## config.mk

```make
export PLATFORM = sky130hd
export DESIGN_NAME = branch_resolve_unit
export DESIGN_NICKNAME = d
export VERILOG_FILES = /design/src/rtl/branch_resolve_unit.sv
export SDC_FILE = /design/constraint.sdc
export NUM_CORES = 1
export LEC_CHECK = 0
export CAP_MARGIN = 20
export CORE_MARGIN = 2
export CORE_UTILIZATION = 46
export DETAILED_ROUTE_END_ITERATION = 10
export PLACE_DENSITY_LB_ADDON = 0.3
export SYNTH_ARGS = -nofsm -noshare
export SYNTH_HDL_FRONTEND = slang
export SYNTH_SLANG_ARGS = --single-unit
```

## constraint.sdc

```tcl
create_clock -name clk -period 2.94 [get_ports clk]
set_input_delay 0.588 -clock clk [delete_from_list [all_inputs] [get_ports clk]]
set_output_delay 0.588 -clock clk [all_outputs]
set_load 0.01 [all_outputs]
```

## src/rtl/branch_resolve_unit.sv

```systemverilog
// Execute-stage branch resolver: evaluates ALU flags, registers redirect/flush on mispredict, owns the 2-bit BHT.
// Optional perf counters (branch_count_o, mispredict_count_o) are built when BRU_PERF_COUNTERS_EN is defined.
module branch_resolve_unit #(
    parameter int BHT_ENTRIES = 16,
    parameter int XLEN        = 32
) (
    input  logic            clk,
    input  logic            rst,
    input  logic            valid_i,
    input  logic            is_branch_i,
    input  logic [2:0]      funct3_i,
    input  logic [3:0]      status_i,
    input  logic [XLEN-1:0] pc_i,
    input  logic [XLEN-1:0] target_i,
    input  logic            predicted_taken_i,
    input  logic            stall_i,
    input  logic [XLEN-1:0] lookup_pc_i,
    output logic            predict_taken_o,
    output logic            valid_o,
    output logic            taken_o,
    output logic            mispredict_o,
    output logic [XLEN-1:0] redirect_pc_o,
    output logic            flush_o
`ifdef BRU_PERF_COUNTERS_EN
    ,
    output logic [31:0]     branch_count_o,
    output logic [31:0]     mispredict_count_o
`endif
);

    localparam int IDX_W = $clog2(BHT_ENTRIES);

    typedef enum logic {RUN, SQUASH} state_t;

    function automatic logic f3_legal(input logic [2:0] f3);
        return (f3 != 3'b010) && (f3 != 3'b011);
    endfunction

    // status = {n, z, c, v} of rs1 - rs2; c=1 means rs1 >= rs2 unsigned
    function automatic logic cond_eval(input logic [2:0] f3, input logic [3:0] st);
        logic n, z, c, v;
        {n, z, c, v} = st;
        case (f3)
            3'b000:  return z;
            3'b001:  return !z;
            3'b100:  return n ^ v;
            3'b101:  return !(n ^ v);
            3'b110:  return !c;
            3'b111:  return c;
            default: return 1'b0;
        endcase
    endfunction

    function automatic logic [1:0] ctr_update(input logic [1:0] ctr, input logic tk);
        if (tk)
            return (ctr == 2'b11) ? ctr : ctr + 2'b01;
        else
            return (ctr == 2'b00) ? ctr : ctr - 2'b01;
    endfunction

    state_t          state_q, state_d;
    logic            valid_q, valid_d;
    logic            taken_q, taken_d;
    logic            mis_q, mis_d;
    logic [XLEN-1:0] redir_q, redir_d;
    logic [1:0]      bht_q [BHT_ENTRIES];

    logic            cond, accept, mis_now;
    logic [XLEN-1:0] pc_plus4;
    logic [IDX_W-1:0] upd_idx, lkp_idx;

    assign cond     = cond_eval(funct3_i, status_i);
    assign accept   = valid_i && is_branch_i && f3_legal(funct3_i) && !stall_i && (state_q == RUN);
    assign mis_now  = cond ^ predicted_taken_i;
    assign pc_plus4 = pc_i + XLEN'(4);
    assign upd_idx  = pc_i[IDX_W+1:2];
    assign lkp_idx  = lookup_pc_i[IDX_W+1:2];

    logic unused_pc_bits;
    assign unused_pc_bits = ^{pc_i[XLEN-1:IDX_W+2], pc_i[1:0],
                              lookup_pc_i[XLEN-1:IDX_W+2], lookup_pc_i[1:0]};

    // Lookup reads the registered array, so a same-cycle update is not yet visible
    assign predict_taken_o = bht_q[lkp_idx][1];

    always_comb begin
        state_d = state_q;
        valid_d = valid_q;
        taken_d = taken_q;
        mis_d   = mis_q;
        redir_d = redir_q;
        if (!stall_i) begin
            valid_d = accept;
            mis_d   = accept && mis_now;
            if (accept) begin
                taken_d = cond;
                redir_d = cond ? target_i : pc_plus4;
            end
            case (state_q)
                RUN:     state_d = (accept && mis_now) ? SQUASH : RUN;
                SQUASH:  state_d = RUN;
                default: state_d = RUN;
            endcase
        end
    end

    always_ff @(posedge clk) begin
        if (rst) begin
            state_q <= RUN;
            valid_q <= 1'b0;
            taken_q <= 1'b0;
            mis_q   <= 1'b0;
            redir_q <= '0;
            for (int i = 0; i < BHT_ENTRIES; i++)
                bht_q[i] <= 2'b01;
        end else begin
            state_q <= state_d;
            valid_q <= valid_d;
            taken_q <= taken_d;
            mis_q   <= mis_d;
            redir_q <= redir_d;
            if (accept)
                bht_q[upd_idx] <= ctr_update(bht_q[upd_idx], cond);
        end
    end

    assign valid_o       = valid_q;
    assign taken_o       = taken_q;
    assign mispredict_o  = mis_q;
    assign flush_o       = mis_q;
    assign redirect_pc_o = redir_q;

`ifdef BRU_PERF_COUNTERS_EN
    logic [31:0] br_cnt_q, mis_cnt_q;

    always_ff @(posedge clk) begin
        if (rst) begin
            br_cnt_q  <= '0;
            mis_cnt_q <= '0;
        end else begin
            if (accept && (br_cnt_q != 32'hFFFF_FFFF))
                br_cnt_q <= br_cnt_q + 32'd1;
            if (accept && mis_now && (mis_cnt_q != 32'hFFFF_FFFF))
                mis_cnt_q <= mis_cnt_q + 32'd1;
        end
    end

    assign branch_count_o     = br_cnt_q;
    assign mispredict_count_o = mis_cnt_q;
`endif

endmodule

```

Yosys cells after proc, flatten, opt, wreduce, memory -nomap -nowiden
Memories as Yosys holds them, arrays and structs flattened.
Cells that the tools add are included.
{"block": "op_classes", "n_addsub": 3, "eq_ne": 8, "mux": 17, "bitwise_logic": 4, "n_reduce_logical": 14}
{"operator": "adder 32 x 3 -> 32 bit (second input constant)", "count": 1}
{"operator": "2-to-1 mux 32 bit", "count": 1}
{"operator": "== test 3 bit (second input constant)", "count": 4}
{"operator": "2-to-1 mux 2 bit", "count": 6}
{"operator": "2-to-1 mux 1 bit", "count": 7}
{"operator": "logical AND 1 bit", "count": 6}
{"operator": "inequality test 3 x 2 -> 1 bit (second input constant)", "count": 2}
{"operator": "one-hot mux 1 bit (6 select lines)", "count": 1}
{"operator": "zero test 1 bit", "count": 4}
{"operator": "2-to-1 mux 4 bit", "count": 1}
{"operator": "== test 3 x 1 -> 1 bit (second input constant)", "count": 1}
{"operator": "zero test 3 bit", "count": 1}
{"operator": "adder 2 x 1 -> 2 bit (second input constant)", "count": 1}
{"operator": "== test 2 bit (second input constant)", "count": 1}
{"operator": "zero test 2 bit", "count": 1}
{"operator": "NOT 1 bit", "count": 2}
{"operator": "one-hot mux 1 bit (2 select lines)", "count": 1}
{"operator": "AND reduction 2 bit", "count": 1}
{"operator": "OR reduction 2 bit", "count": 1}
{"operator": "subtractor 2 x 1 -> 2 bit (second input constant)", "count": 1}
{"operator": "XOR 1 bit", "count": 2}
{"block": "word_totals", "register_bits": 36, "ram_bits": 32, "input_bits": 109, "output_inout_bits": 37, "elab_cells": 52, "mem_count": 1}
{"memory": "bht_q", "words": 16, "word_bits": 2, "rd": 2, "rd_clocked_by_memory_dff": 0, "write_ports": 16, "line_no": "66", "source": "logic [1:0] bht_q [BHT_ENTRIES];"}

Depth between registers and ports, before layout
{"block": "depth", "word_depth": 10, "mapped_depth": 7, "depth_no_buf": 6}

Least setup slack after synthesis
Ideal clock, no wire load.
{"block": "synth_path", "kind": "input -> register", "from": "in pc_i[2]", "to": "mem bht_q[15][0] (data pin)", "setup_ps": 137, "t_arrival_ps": 2080, "t_required_ps": 2803, "path_slack_ps": 723, "stages": 5, "n_path_buf": 1, "cell_sequence": "buf_4 mux4_1 mux2_2 maj3_1 nand3_1"}
{"item": "from (decl)", "line_no": "13", "source": "input logic [XLEN-1:0] pc_i,"}
{"item": "to (decl)", "line_no": "66"}

==> impl_metrics.py <==
metrics = {
    "run_status": {
        "status": "finished, final reports clean",
    },
    "placement": {
        "io_buffers": 117,
        "place.gp.congestion": 0.922,
        "numPlacedInstances": 688,
        "place_hpwl_mm": 9.51,
    },
    "synthesis": {
        "ys_warn_count": 0,
        "avgSynthCellArea_um2": 8.99,
        "synth_fa_ha_area_share_pct": 3.76,
        "ys_ff_latch": 68,
        "muxShareOfSynthArea_pct": 9.31,
        "synth_most_common_cell": "nand2_1",
        "synth-compound-area-share_pct": 12.9,
        "synth_edf_count": 32,
        "syn_inst": 477,
        "synth_xor_area_share_pct": 3.79,
        "synth_top_family_by_area": "simple AND/OR/NAND/NOR gates",
        "synthesis.area_um2": 4290,
        "async_flop_share_pct": 0,
        "post-synth-top-area-fraction_pct": 22.4,
        "seq_area_frac_synth_pct": 39.2,
        "synthesis.nets": 590,
        "synth_top_area_cell": "edfxtp_1",
        "ys.flop_type": "dfxtp_1",
        "synth.area.top_cells": "edfxtp_1 (22%), dfxtp_1 (17%), nand2_1 (5.8%)",
        "synth_cell_type_count": 58,
        "synthTopCellsByCount": "nand2_1 (66), dfxtp_1 (36), edfxtp_1 (32)",
        "synth-simple-area-share_pct": 25.6,
    },
    "drt": {
        "wl_per_cell_um": 18.6,
        "drt_iter0_markers": 332,
        "firstDrtPassIters": 7,
        "vias": 4292,
        "vias_per_cell": 6.10,
        "antenna_left": 0,
        "drc_errors": 0,
        "wirelength_mm": 13.1,
    },
    "clocking": {
        "clkLatencyLatePin_ps": 350,
        "clk_pin_slew_ps": 80,
        "htreeDepth": 3,
        "cts_setup_buffers": 0,
        "cts_buffers": 9,
        "postCtsHoldBufs": 0,
        "cts_sinks": 68,
        "clockBufferDepth": 2,
        "cts_tree": "yes",
        "cts_root_buf": "clkbuf_8",
    },
    "worst_setup_path": {
        "path_depth": 6,
        "worst_path_dominant_cell_family": "multiplexers",
        "cp_data_required_time_ps": 3030,
        "crit_chain": "clkdlybuf4s50_1 -> mux4_1 -> nor2b_1 -> a31oi_1 -> maj3_1 -> nand3_1",
        "startpoint_type": "input port",
        "max_stage_delay_ps": 670,
        "arrival_ps": 2690,
        "crit_type": "input port to flip-flop",
        "cp-end-kind": "flip-flop",
        "crit_path_top_delay_cell": "mux4_1",
        "crit_buf_inv": 1,
        "rr_worst_depth": 5,
        "cp_max_fo": 3,
    },
    "floorplan": {
        "die_h_um": 101,
        "dieArea_um2": 10100,
        "start_util_pct": 46.9,
        "rows": 35,
        "chipWidth_um": 101,
        "core_area_um2": 9150,
        "io_pins": 146,
    },
    "final_layout": {
        "fin_cells": 704,
        "antenna_cells": 0,
        "fin_util_pct": 64.0,
        "fin_nets": 701,
        "fillers": 774,
        "drive_gt1_share_pct": 9.61,
        "syn2layout_area_growth_pct": 36.5,
        "multiInputGateArea_um2": 2380,
        "seq_area_um2": 1680,
    },
    "sta": {
        "finalCritPeriodShare_pct": 88.4,
        "setup_viol": 0,
        "min_period_ps": 2600,
        "fmax_ghz": 0.385,
        "rsz0062_at_grt": "false",
        "worstMarginPinSlew_ps": 562,
        "fin_skew_ps": 7.93,
        "max_slew_margin_pct": 62.6,
        "slew_violations": 0,
        "hold_viol": 0,
    },
    "hold_path": {
        "hold_depth": 2,
        "min_path_type": "flip-flop to flip-flop",
    },
    "power": {
        "seqPwrFrac_pct": 42.8,
        "clkPwrFrac_pct": 35.5,
        "powerDensity_nw_per_um2": 413,
        "power_switching_w": 0.000663,
        "ir_worst_vdd_uv": 219,
        "pwr-share-comb_pct": 21.7,
        "internal_power_w": 0.00175,
        "cellLeakagePower_nw": 1.97,
        "switching_share_pct": 27.4,
    },
    "grt": {
        "grt_pass1_wl_mm": 21.3,
        "antenna_found_initial": 0,
        "grt_max_degree": 46,
        "grt_pass1_vias": 4296,
        "overflow": 0,
        "grt_use_total_pct": 26.9,
    },
    "flow_run": {
        "drv_cap": 0,
    },
}
layout by cell type (no fill, tap or decap), drive strengths merged, types with 3 or more instances in the layout:
master	synthesis	routed
dfxtp	36	36
mux2	5	5
clkdlybuf4s50	0	114
xor2	5	5
o21ai	30	30
clkbuf	25	9
o32ai	7	7
and2	6	6
mux4	10	10
xnor2	11	11
clkinv	0	4
o22ai	4	4
o31ai	6	6
nor3b	4	4
maj3	11	11
nor3	19	19
nand2	66	66
nor2b	7	7
nor4	10	10
o211ai	5	5
inv	14	15
and3	7	7
or3	7	7
a31oi	5	5
mux2i	11	11
nor2	22	22
nand3	29	29
o21a	4	4
and4	4	4
a21oi	10	10
edfxtp	32	32
buf	14	22
a311oi	3	3
nand4	26	26
or4	3	3
ha	4	4
sequential cells by signal (all words and copies together), names as in the netlist:
| register | cells |
|---|---|
| bht_q | 32 |
| flush_o | 1 |
| redirect_pc_o | 32 |
| state_q | 1 |
| taken_o | 1 |
| valid_o | 1 |
worst paths after layout:
check / startpoint / end / slack [ps]
setup / recovery: pc_i[2] / bht_q[15][0] / 340
hold / removal: redirect_pc_o[25] / redirect_pc_o[25] / 450
setup reg to reg: bht_q[9][1] / bht_q[15][0] / 810
hold reg to reg: redirect_pc_o[25] / redirect_pc_o[25] / 450
layer usage:
| layer | vias up | routed length (µm) | global-route usage, % |
|---|---|---|---|
| met3 | 27 | 1130 | 7.35 |
| met1 | 2045 | 4960 | 32.0 |
| met2 | 211 | 6720 | 47.2 |
| met4 | 0 | 317 | 8.43 |
| li1 | 2009 | - | - |
| met5 | - | 0 | 0 |
through the flow:
step	setup WS [ps]	TNS, ps	hold slack [ps]	area, µm²	power (W)
finish	340	0	454	5850	0.00241
global route	275	0	477	5850	0.00251
CTS	36.9	0	454	5850	0.00242
detailed placement	-344	-344	444	5640	0.00157
global placement	-340	-340	437	5640	0.00156
floorplan	723	0	426	4290	0.00131
timing repair:
action | in CTS | in global routing
pin swaps | 0 | 0
cloned | 0 | 0
setup endpoints to repair | 1 | 1
resized for setup | 4 | 2
area by class of cell:
| class | instances | share of cell area (%) |
|---|---|---|
| clock buffers | 9 | 2.12 |
| clock inverters | 7 | 1.54 |
| inverters | 14 | 0.898 |
| multi-input cells | 356 | 40.6 |
| flip-flops and latches | 68 | 28.7 |
| well taps | 111 | 2.37 |
| repair buffers | 139 | 23.7 |
power by group through the flow:
| stage | Combinational (W) | Sequential (W) | Clock, W |
|---|---|---|---|
| after floorplan | 0.000249 | 0.00106 | 0 |
| after global placement | 0.000504 | 0.00105 | 0 |
| after detailed placement | 0.000515 | 0.00106 | 0 |
| after CTS | 0.000520 | 0.00103 | 0.000868 |
| after global routing | 0.000565 | 0.00104 | 0.000911 |
| final | 0.000524 | 0.00103 | 0.000858 |
tightest hold or removal path, stage by stage (launching register included):
cell	delay, ps
dfxtp_1	320
nand2_1	50
o21ai_1	50
cells by family (layout without fill, tap and decap cells):
| logic type | after synthesis | count (layout) |
|---|---|---|
| buffers and inverters | 53 | 169 |
| AND/OR/NAND/NOR | 213 | 213 |
| multiplexers | 26 | 26 |
| flip-flops | 68 | 68 |
| XOR/XNOR | 17 | 17 |
| AO/OA/AOI/OAI | 85 | 85 |
| adder cells (fa/ha/maj) | 15 | 15 |
(Power assumes the default switching activity.)
